### src/rtl/rv_muldiv_unit.sv
// rv_muldiv_unit: iterative RV32M multiply/divide unit feeding the writeback mux.
// Multiplies use radix-2 shift-add and divides use restoring division, one bit
// per cycle. Both share one accumulator/shift register pair.
//
// state  | meaning
// IDLE   | waiting for start_in; decodes special divide cases
// CALC   | XLEN iterations of shift-add or restoring division
// FIX    | sign correction and result selection into result_out
// DONE   | one-cycle done_out pulse

module rv_muldiv_unit #(
  parameter int XLEN = 32,
  parameter int CW   = $clog2(XLEN)
) (
  input  logic            clk_in,
  input  logic            rst_n_in,
  input  logic            start_in,
  input  logic            kill_in,
  input  logic [2:0]      op_in,
  input  logic [XLEN-1:0] rs1_in,
  input  logic [XLEN-1:0] rs2_in,
  output logic            busy_out,
  output logic            done_out,
  output logic [XLEN-1:0] result_out
);

  typedef enum logic [1:0] {S_IDLE, S_CALC, S_FIX, S_DONE} state_t;

  state_t          r_state, w_next;
  logic [CW-1:0]   r_cnt;
  logic [2:0]      r_op;
  logic [XLEN-1:0] r_acc;      // product high half / partial remainder
  logic [XLEN-1:0] r_lo;       // product low half / dividend-quotient shifter
  logic [XLEN-1:0] r_b;        // multiplicand or divisor magnitude
  logic            r_neg_res;  // product or quotient must be negated
  logic            r_neg_rem;  // remainder must be negated (dividend sign)
  logic [XLEN-1:0] r_result;

  logic            w_accept, w_last;
  logic            w_sgn1, w_sgn2, w_neg1, w_neg2;
  logic [XLEN-1:0] w_mag1, w_mag2;
  logic            w_div0, w_ovf, w_special;
  logic [XLEN-1:0] w_special_res;
  logic [XLEN:0]   w_sum, w_rem_sh, w_diff;
  logic [2*XLEN-1:0] w_prod_fix;
  logic [XLEN-1:0] w_quo_fix, w_rem_fix, w_fix_res;

  assign w_accept = (r_state == S_IDLE) && start_in && !kill_in;
  assign w_last   = (r_cnt == CW'(XLEN - 1));

  // Operand decode at issue: signedness, magnitudes and the special divide cases
  always_comb begin
    w_sgn1 = (op_in == 3'b001) || (op_in == 3'b010) || (op_in == 3'b100) || (op_in == 3'b110);
    w_sgn2 = (op_in == 3'b001) || (op_in == 3'b100) || (op_in == 3'b110);
    w_neg1 = w_sgn1 && rs1_in[XLEN-1];
    w_neg2 = w_sgn2 && rs2_in[XLEN-1];
    w_mag1 = w_neg1 ? -rs1_in : rs1_in;
    w_mag2 = w_neg2 ? -rs2_in : rs2_in;
    w_div0 = op_in[2] && (rs2_in == '0);
    w_ovf  = op_in[2] && !op_in[0] && (rs1_in == {1'b1, {(XLEN-1){1'b0}}}) && (rs2_in == '1);
    w_special = w_div0 || w_ovf;
    w_special_res = '0;
    if (w_div0)
      w_special_res = op_in[1] ? rs1_in : '1;
    else
      w_special_res = op_in[1] ? '0 : rs1_in;
  end

  // One iteration step for both multiply and divide, plus the FIX-phase result
  always_comb begin
    w_sum    = {1'b0, r_acc} + (r_lo[0] ? {1'b0, r_b} : '0);
    w_rem_sh = {r_acc, r_lo[XLEN-1]};
    w_diff   = w_rem_sh - {1'b0, r_b};
    w_prod_fix = r_neg_res ? -{r_acc, r_lo} : {r_acc, r_lo};
    w_quo_fix  = r_neg_res ? -r_lo : r_lo;
    w_rem_fix  = r_neg_rem ? -r_acc : r_acc;
    w_fix_res  = '0;
    case (r_op)
      3'b000:                 w_fix_res = w_prod_fix[XLEN-1:0];
      3'b001, 3'b010, 3'b011: w_fix_res = w_prod_fix[2*XLEN-1:XLEN];
      3'b100, 3'b101:         w_fix_res = w_quo_fix;
      default:                w_fix_res = w_rem_fix;
    endcase
  end

  // State register
  always_ff @(posedge clk_in) begin
    if (!rst_n_in) r_state <= S_IDLE;
    else           r_state <= w_next;
  end

  // Next-state logic; kill returns to IDLE from anywhere and drops a start in IDLE
  always_comb begin
    w_next = r_state;
    case (r_state)
      S_IDLE: if (start_in) w_next = w_special ? S_DONE : S_CALC;
      S_CALC: if (w_last)   w_next = S_FIX;
      S_FIX:                w_next = S_DONE;
      S_DONE:               w_next = S_IDLE;
      default:              w_next = S_IDLE;
    endcase
    if (kill_in) w_next = S_IDLE;
  end

  // Datapath: latch at issue, iterate in CALC, register the result in FIX
  always_ff @(posedge clk_in) begin
    if (!rst_n_in) begin
      r_cnt     <= '0;
      r_op      <= '0;
      r_acc     <= '0;
      r_lo      <= '0;
      r_b       <= '0;
      r_neg_res <= 1'b0;
      r_neg_rem <= 1'b0;
      r_result  <= '0;
    end else begin
      case (r_state)
        S_IDLE: if (w_accept) begin
          r_op      <= op_in;
          r_acc     <= '0;
          r_lo      <= w_mag1;
          r_b       <= w_mag2;
          r_cnt     <= '0;
          r_neg_res <= w_neg1 ^ w_neg2;
          r_neg_rem <= w_neg1;
          if (w_special) r_result <= w_special_res;
        end
        S_CALC: begin
          r_cnt <= r_cnt + CW'(1);
          if (r_op[2]) begin
            r_acc <= w_diff[XLEN] ? w_rem_sh[XLEN-1:0] : w_diff[XLEN-1:0];
            r_lo  <= {r_lo[XLEN-2:0], ~w_diff[XLEN]};
          end else begin
            r_acc <= w_sum[XLEN:1];
            r_lo  <= {w_sum[0], r_lo[XLEN-1:1]};
          end
        end
        S_FIX: if (!kill_in) r_result <= w_fix_res;
        default: ;
      endcase
    end
  end

  assign busy_out   = (r_state == S_CALC) || (r_state == S_FIX);
  assign done_out   = (r_state == S_DONE);
  assign result_out = r_result;

endmodule
### config.mk
export PLATFORM = sky130hd
export DESIGN_NAME = rv_muldiv_unit
export DESIGN_NICKNAME = d
export VERILOG_FILES = /design/src/rtl/rv_muldiv_unit.sv
export SDC_FILE = /design/constraint.sdc
export NUM_CORES = 1
export LEC_CHECK = 0
export BUFFER_PORTS_ARGS = -buffer_cell sky130_fd_sc_hd__buf_2
export CAP_MARGIN = 20
export CELL_PAD_IN_SITES_DETAIL_PLACEMENT = 1
export CELL_PAD_IN_SITES_GLOBAL_PLACEMENT = 1
export CORE_MARGIN = 2
export CORE_UTILIZATION = 49
export DETAILED_ROUTE_END_ITERATION = 7
export GPL_ROUTABILITY_DRIVEN = 0
export PLACE_DENSITY = 0.95
export SYNTH_ARGS = -nofsm -noshare
export SYNTH_HDL_FRONTEND = slang
export SYNTH_SLANG_ARGS = --single-unit
### constraint.sdc
create_clock -name clk_in -period 9.4 [get_ports clk_in]
set_input_delay 0.94 -clock clk_in [delete_from_list [all_inputs] [get_ports clk_in]]
set_output_delay 0.94 -clock clk_in [all_outputs]
set_load 0.01 [all_outputs]
# Word level (Yosys, flattened, before mapping)
# Cells that the tools add are included.
# W data, S select, Z words.
# totals
input_bits	71
wordCells	96
output_inout_bits	34
ff_bits	140
# classes
add_sub_neg	8
bitwise	3
n_eq_ne	20
n_reduce_logical	29
n_mux	27
# ops
operator	n
$mux W32	16
$pmux W32 S2	3
$neg A32 Y32	4
$pmux W32 S3	1
$eq A32 B32 Y1 const B	2
$mux W64	1
$neg A64 Y64	1
$add A32 B32 Y33	1
$sub A33 B32 Y33	1
$logic_not A32 Y1	1
$eq A3 B3 Y1 const B	4
$ne A2 B2 Y1 const B	5
$pmux W5 S2	1
$eq A3 B2 Y1 const B	3
$logic_and A1 B1 Y1	8
$pmux W2 S4	1
$logic_or A1 B1 Y1	7
$eq A3 B1 Y1 const B	2
$mux W2	3
$reduce_and A2 Y1	3
$add A5 B1 Y5 const B	1
$eq A5 B5 Y1 const B	1
$mux W5	1
$eq A2 B2 Y1 const B	2
10 further kinds	14

# Logic depth before layout (Yosys ltp)
# Gate-level depths: netlist (run 1).
# logic_depth
ltp_word	8
depth_mapped	15
depth_no_buf	13

# Worst setup path after synthesis (run 1)
# OpenSTA, ideal clock, no wires.
# synth_timing
path_type	input to register
from	input rs2_in[6]
to	register r_result[2] (netlist: result_out[2])
path_buffers	1
setup_time_ns	0.141
stages	10
slack_ns	6.243
required_time_ns	9.259
arrival_ns	3.016
path_cell_list	or4_4 nor3_4 nand4_1 or3_1 buf_2 o21ai_2 a21oi_2 or3_1 o21ai_1 a311oi_1
# synth_between
elab_chain_cells	6
elab_cells_between_ends	11
classes_between	2 x eq/ne; 4 x mux; 5 x reduce/logical
# synth_lines
item	line	text
start: declaration	21	input logic [XLEN-1:0] rs2_in,
$logic_not A32 Y1	59	w_div0 = op_in[2] && (rs2_in == '0);
$logic_and A1 B1 Y1	59	
$mux W32	63	if (w_div0)
$mux W32	126	if (w_special) r_result <= w_special_res;
$mux W32	118	S_IDLE: if (w_accept) begin
$pmux W32 S2	117	case (r_state)
end signal: assignment	126	
end signal: assignment	138	S_FIX: if (!kill_in) r_result <= w_fix_res;
end: declaration	37	logic [XLEN-1:0] r_result;
# Several ways; a longest one is shown, not always the timed one. The select of a mux whose other input is x is not followed.
# A chain may end at the register's enable or synchronous reset.

# Final worst setup path (run 1)
# layout_timing
from	register r_lo[0]
to	register r_acc[29]
# layout_between
elab_chain_cells	4
# layout_lines
item	line	text
start: declaration	33	logic [XLEN-1:0] r_lo;
start signal: assignment	121	r_lo <= w_mag1;
start signal: assignment	132	r_lo <= {r_lo[XLEN-2:0], ~w_diff[XLEN]};
start signal: assignment	135	r_lo <= {w_sum[0], r_lo[XLEN-1:1]};
$mux W32	71	w_sum = {1'b0, r_acc} + (r_lo[0] ? {1'b0, r_b} : '0);
$add A32 B32 Y33	71	
$mux W32	130	if (r_op[2]) begin
$pmux W32 S2	117	
end signal: assignment	131	r_acc <= w_diff[XLEN] ? w_rem_sh[XLEN-1:0] : w_diff[XLEN-1:0];
end signal: assignment	134	r_acc <= w_sum[XLEN:1];
end: declaration	32	logic [XLEN-1:0] r_acc;
# Every way passes these cells.

==> impl_metrics.tcl, run 1 <==
set metrics [dict create \
    area_growth_pct 8.370 \
    netlist_area_sq_mm 0.01447 \
    h-tree-depth 4 \
    worstReg2RegEnd "r_acc[29]$_SDFFE_PN0P_" \
    coreArea_sq_mm 0.02886 \
    crit_required_ps 9720 \
    clockBufferDepth 2 \
    reg2reg_from "r_lo[0]$_SDFFE_PN0P_" \
    place_ws_ps 4892 \
    critical_path.n_buffers_inverters 1 \
    worst_pin_slew_ps 1051 \
    p_per_area_mw_per_mm2 122.0 \
    insertion_delay_ps 470 \
    worstRegToRegCells 12 \
    setup_slack_ps 4935 \
    end_kind "flip-flop" \
    ant_nets 0 \
    worstHoldPathType "flip-flop to flip-flop" \
    grt_remaining_overflow 0 \
    rsz0062_at_grt "false" \
    m1WireLength_um 23630 \
    diodes 0 \
    dp_hpwl_um 43220 \
    yosysUniqueCellTypes 91 \
    intPower_mw 1.211 \
    slew_headroom_pct 29.94 \
    met2_length_um 27410 \
    cts.root.buffer_cell "clkbuf_16" \
    status "complete, no violations" \
    die_h_um 175.8 \
    path_delay_family "compound AO/OA/AOI/OAI gates" \
    synthArstFlopShare_pct 0 \
    viasPerCell 7.150 \
    yosys_register_bits 140 \
    finalCriticalPeriod_ps 4465 \
    vdd_ir_drop_max_v 0.0001300 \
    worst-path-max-fanout 13 \
    ff2ff_setup_slack_ps 4930 \
    ctsHoldBuffers 0 \
    swShare_pct 36.68 \
    routed-wl-met3_um 6873 \
    post-cts-setup-buffers 0 \
    p_switching_mw 0.7016 \
    tns_ps 0 \
    num_rows 62 \
    p_clk_share_pct 39.3 \
    grt_pass1_vias 17300 \
    arrival_ps 4780 \
    slew_violations 0 \
    crit_type "flip-flop to flip-flop" \
    hold_depth 2 \
    synth-edff-count 0 \
    drtIter0Drc 2376 \
    dieWidth_um 175.8 \
    start_util_pct 50.14 \
    start_kind "flip-flop" \
    synthCells 2029 \
    clock-sinks 140 \
    finalWirelength_um 61690 \
    cp_cell_sequence "inv_1, nor2_1, ha_1, o211ai_1, a21oi_1, o41ai_2, o21ai_0, a21o_1, a31oi_1, xnor2_1, a221oi_1, o21ai_1" \
    leakage_nw 6.244 \
    die_area_sq_mm 0.03092 \
    drc 0 \
    synth_warnings 0 \
    fmax_ghz 0.2239 \
    antenna_found_initial 1 \
    cts_tree "yes" \
    syn_area_per_cell_sq_um 7.132 \
    first_pass_iters 5 \
    comb_power_share_pct 26.9 \
    io_buffers 104 \
    top_layer "met4" \
    cp-startpoint "r_lo[0]$_SDFFE_PN0P_" \
    max_stage_delay_ps 690 \
    pwr-share-seq_pct 33.9 \
    grt_max_degree 87 \
    maxCapViolations 0 \
    setup_violations 0 \
    hold_viol 0 \
    fin_worst_skew_ps 16.54 \
    grt_pass1_wl_um 95580 \
    grt_usage_pct 38.98 \
    post_cts_resized 0 \
    path_clk_slew_ps 70 \
    cts_buffers 17 \
    ys_seq_area_share_pct 19.37 \
    hold_slack_ps 455.4 \
    path_depth 12 \
    min_period_over_period_pct 47.50 \
    via_count 17300 \
    critPathCapture "r_acc[29]$_SDFFE_PN0P_" \
    io_pins 105 \
    final_common_cell "nand2_1" \
    ys.flop_type "dfxtp_1" \
    slowest_stage "dfxtp_1" \
    mostFrequentLayoutCells "nand2_1, nor2_1, a21oi_1, dfxtp_1, o21ai_0" \
    wire_per_inst_um 25.49 \
    layout.nets 2172 \
    drive_gt1_share_pct 10.56 \
    synth_nets 2178 \
]
flip-flops by register name (all words and copies together), names as in the netlist:
register and cells:
r_acc 32, r_b 32, r_cnt 5, r_lo 32, r_neg_rem 1, r_neg_res 1
r_op 3, r_state 2, result_out 32
kinds of logic after synthesis:
kind of cell | count (synthesis) | share of synthesized area (%)
compound gates | 686 | 30.89
simple gates | 670 | 22.21
buf+inv | 226 | 6.234
xor+xnor | 169 | 10.28
flops | 140 | 19.37
fa+ha+maj | 91 | 7.756
mux | 47 | 3.268
worst register-to-register path: stages (launching register included):
cell	delay, ps
dfxtp_1	690
inv_1	390
nor2_1	210
ha_1	310
o211ai_1	200
a21oi_1	100
o41ai_2	610
o21ai_0	420
a21o_1	330
a31oi_1	390
xnor2_1	160
a221oi_1	380
o21ai_1	120
worst min path at each step:
stage,from,to,slack [ps]
after floorplan,r_b[31]$_SDFFE_PN0P_,r_b[31]$_SDFFE_PN0P_,430
after global placement,r_cnt[4]$_SDFFE_PN0P_,r_cnt[4]$_SDFFE_PN0P_,440
after detailed placement,result_out[14]$_SDFFE_PN0P_,result_out[14]$_SDFFE_PN0P_,450
after CTS,result_out[14]$_SDFFE_PN0P_,result_out[14]$_SDFFE_PN0P_,450
after global routing,result_out[14]$_SDFFE_PN0P_,result_out[14]$_SDFFE_PN0P_,480
final,result_out[14]$_SDFFE_PN0P_,result_out[14]$_SDFFE_PN0P_,460
power by group through the flow:
stage	registers, mW	logic (mW)	clock network [mW]
after floorplan	0.641	0.336	0
after global placement	0.656	0.454	0
after detailed placement	0.658	0.477	0
after CTS	0.645	0.491	0.751
after global routing	0.648	0.542	0.768
final	0.648	0.514	0.751
Yosys cell counts, drive strengths merged, types with 6 or more instances:
library cell	number	area, sq um
nand2	221	829.6
o221ai	9	78.83
inv	75	281.5
nor2	200	750.7
a311oi	10	87.58
o41ai	18	195.2
nor4	21	192.7
buf	34	180.2
nor2b	6	37.54
or4	16	135.1
or3	26	162.7
xor2	103	909.6
maj3	13	131.4
ha	76	950.9
a31oi	27	175.2
nand3	41	210.2
o22ai	14	87.58
clkbuf	116	436.7
o21a	11	82.58
a221oi	6	52.55
a22oi	22	165.2
nand2b	22	145.1
or2	9	58.81
o21ai	167	839.6
a41oi	6	52.55
o211ai	46	345.3
xnor2	66	578.1
nor3	48	261.5
a21oi	172	864.6
mux2i	45	450.4
o31ai	35	290.3
nand4	23	150.1
dfxtp	140	2803
a211oi	63	478.0
a21o	34	255.2
and3	11	68.82
and2	11	68.82
final cells by class:
| class | count | area, sq um |
|---|---|---|
| Clock inverter | 14 | 183.9 |
| Clock buffer | 18 | 439.2 |
| Multi-Input combinational cell | 1663 | 10810 |
| Tap cell | 384 | 480.5 |
| Timing Repair Buffer | 125 | 678.2 |
| Sequential cell | 140 | 2805 |
| Fill cell | 3748 | 13180 |
| Inverter | 76 | 285.3 |
through the flow:
stage / util, % / cells / power, mW / instance area (sq um)
finish: 54.34 / 2420 / 1.913 / 15680
global route: 54.34 / 2420 / 1.959 / 15680
CTS: 54.34 / 2420 / 1.887 / 15680
floorplan: - / 2029 / 0.9769 / 14470
global placement: 52.18 / 2388 / 1.110 / 15060
detailed placement: 52.18 / 2388 / 1.136 / 15060
layer usage:
| metal | GRT usage [%] | up-vias |
|---|---|---|
| met5 | 0 | - |
| met4 | 20.76 | 0 |
| met3 | 9.567 | 341 |
| met2 | 62.29 | 1241 |
| met1 | 48.40 | 8320 |
| li1 | - | 7402 |
Power figures use the tool's default switching activity.
==> run 2, diff against run 1 <==
Settings changed: ABC_AREA from default to 1, CORE_UTILIZATION 49 to 39, PLACE_DENSITY 0.95 to 0.89.
Clock period 9.4 ns to 3.6 ns, I/O delays scaled along.
==> run 2 against run 1 <==
Global-route usage down 3.7 points. Non-clock buffer count up 33. Clock skew about the same. Design area up 20%. Fmax up 32%. Hold slack worse by 250 ps. Via count up 34%. Combinational power rose to 4.1 times the previous value. Register-to-register slack worse by 4700 ps. Critical endpoint is now r_acc[0]$_SDFFE_PN0P_. Highest routed layer is now met5.
==> impl_metrics.tcl, run 2 <==
set metrics [dict create \
    num_rows 76 \
    cts_tree "yes" \
    drive_gt1_share_pct 7.994 \
    ys_seq_area_share_pct 16.34 \
    cp-startpoint "r_acc[0]$_SDFFE_PN0P_" \
    rsz0062_at_grt "false" \
    io_pins 105 \
    start_kind "flip-flop" \
    hp-start "kill_in" \
    clock-sinks 140 \
    grt_pass1_vias 22360 \
    dp_hpwl_um 61950 \
    netlist_top_cells_area "nand2_1, dfxtp_1, inv_1" \
    tns_ps 0 \
    fin_worst_skew_ps 16.43 \
    dieWidth_um 213.7 \
    drtIter0Drc 2551 \
    synth_compound_area_share_pct 19.11 \
    insertion_delay_ps 460 \
    drc 0 \
    start_util_pct 39.65 \
    yosys.area_share.simple_pct 43.08 \
    hold_depth 4 \
    fmax_ghz 0.2952 \
    synth_warnings 0 \
    critical_path.n_buffers_inverters 2 \
    yosysUniqueCellTypes 50 \
    syn_area_per_cell_sq_um 5.311 \
    synth-edff-count 0 \
    grt_remaining_overflow 0 \
    min_period_over_period_pct 94.08 \
    arrival_ps 3680 \
    muxShareOfSynthArea_pct 0 \
    synthCells 3230 \
    finalWirelength_um 81850 \
    cts_buffers 17 \
    die_h_um 213.7 \
    grt_max_degree 96 \
    diodes 0 \
    setup_slack_ps 213.0 \
    grt_usage_pct 35.26 \
    slew_headroom_pct 23.43 \
    place_inst 3844 \
    synth_top_area_cell "nand2_1" \
    via_count 23140 \
    end_kind "flip-flop" \
    fillers 6330 \
    synth_most_common_cell "nand2_1" \
    clockBufferDepth 2 \
    hold_viol 0 \
    area_growth_pct 9.854 \
    worstReg2RegEnd "r_acc[0]$_SDFFE_PN0P_" \
    synth_xor_area_share_pct 2.808 \
    fin_area_sq_mm 0.01884 \
    regArea_sq_mm 0.002805 \
    ant_nets 0 \
    grt_pass1_wl_um 124800 \
    reg2reg_from "r_acc[0]$_SDFFE_PN0P_" \
    worst_pin_slew_ps 1148 \
    wire_per_inst_um 21.12 \
    cts.root.buffer_cell "clkbuf_16" \
    coreArea_sq_mm 0.04327 \
    ys_top_cells_by_count "nand2_1, inv_1, nor2_1" \
    antenna_found_initial 3 \
    post_dp_cell_area_sq_mm 0.01830 \
    status "complete, no violations" \
    slowest_stage "nand2_2" \
    ys.flop_type "dfxtp_1" \
    synth_nets 3379 \
    path_clk_slew_ps 70 \
    io_buffers 104 \
    yosys.area_share.adder_pct 5.777 \
    slew_violations 0 \
    h-tree-depth 4 \
    leakage_nw 9.423 \
    path_delay_family "simple AND/OR/NAND/NOR gates" \
    synth_top_family_by_area "simple AND/OR/NAND/NOR gates" \
    layout.nets 3427 \
    ff2ff_setup_slack_ps 210 \
    vdd_ir_drop_max_v 0.0004086 \
    post-cts-setup-buffers 0 \
    die_area_sq_mm 0.04568 \
    worstRegToRegCells 18 \
    p_per_area_mw_per_mm2 296.1 \
    post_cts_resized 0 \
    ctsHoldBuffers 0 \
    mostFrequentLayoutCells "nand2_1, inv_1, nor2_1, nand3_1, a21oi_1" \
    place_ws_ps 431.8 \
    synthArstFlopShare_pct 0 \
    crit_type "flip-flop to flip-flop" \
    stdcell_count 3875 \
    multi_input_area_sq_mm 0.01215 \
    max_stage_delay_ps 570 \
    crit_path_frequent_cell "nand2_1" \
    final_common_cell "nand2_1" \
    synth.top_cell.area_share_pct 20.94 \
    worstHoldPathType "primary input to flip-flop" \
    netlist_area_sq_mm 0.01715 \
    hold_path_end "r_state[1]$_SDFFE_PP0P_" \
    yosys_register_bits 140 \
    finalCriticalPeriod_ps 3387 \
    cp_cell_sequence "inv_1, fa_1, inv_1, nand2_1, nand2_1, nand3_1, nand2_1, nand2_1, nand2_2, nand2_1, nand2_1, nand2_1, nand2_2, nand2_1, o21ai_1, nand2_1, nand2_1, a21oi_1" \
    first_pass_iters 6 \
    viasPerCell 5.973 \
    maxCapViolations 0 \
    crit_required_ps 3890 \
    worst-path-max-fanout 34 \
    setup_violations 0 \
]
[run 2: cell count changes after synthesis, sizes merged, moves of 50 or more]
cell    before  now
inv         75  443
xor2       103   39
a21oi      172  277
nor2       200  394
o21ai      167  248
nand2      221  964
xnor2       66   16
nand3       41  288
a211oi      63    3
[run 2: worst max-delay path by stage]
stage	end	slack [ps]	depth (start not counted)
after floorplan	r_acc[31]$_SDFFE_PN0P_	1050	20
after global placement	r_acc[0]$_SDFFE_PN0P_	590	18
after detailed placement	r_acc[28]$_SDFFE_PN0P_	430	17
after CTS	r_acc[0]$_SDFFE_PN0P_	310	18
after global routing	r_acc[0]$_SDFFE_PN0P_	10	18
final	r_acc[0]$_SDFFE_PN0P_	210	18
[run 2: area by class of cell]
type	instances	area share (%)
Inverter	445	8.864
Timing Repair Buffer	158	4.980
Clock inverter	12	0.4913
Multi-Input combinational cell	2516	64.49
Tap cell	585	3.884
Sequential cell	140	14.89
Clock buffer	19	2.404
[run 2: cells by family (layout without fill, tap and decap cells)]
kind of cell	Yosys count	after routing
XOR/XNOR	55	55
AND/OR/NAND/NOR	1768	1768
adder cells (fa/ha/maj)	78	78
AO/OA/AOI/OAI	615	615
flip-flops	140	140
buffers and inverters	574	634
[run 2: metrics by stage]
step                      power, mW  utilization, %  hold slack (ps)
after floorplan               3.043               -            429.7
after global placement        3.662           42.29            453.5
after detailed placement      3.733           42.29            456.1
after CTS                     5.473           43.55            195.5
after global routing          5.783           43.55            208.5
final                         5.579           43.55            207.7
[run 2: routing by layer]
| layer | vias to the layer above | track usage [%] | routed length (um) |
|---|---|---|---|
| met1 | 11010 | 47.00 | 33220 |
| met3 | 277 | 7.542 | 9616 |
| met2 | 1360 | 54.20 | 34950 |
| met5 | - | 0 | 25 |
| met4 | 4 | 16.62 | 4030 |
| li1 | 10500 | - | - |
[run 2: tightest hold or removal path, delay by kind of cell]
kind	cells	cell delay, ps
AOI/OAI and AO/OA	1	40
and+or+nand+nor	1	80
buffers and inverters	2	140
[run 2: report_power, final]
part / total (mW) / internal [mW] / switching [mW]
clock: 1.74 / 0.918 / 0.819
sequential: 1.75 / 1.63 / 0.125
combinational: 2.09 / 0.582 / 1.51
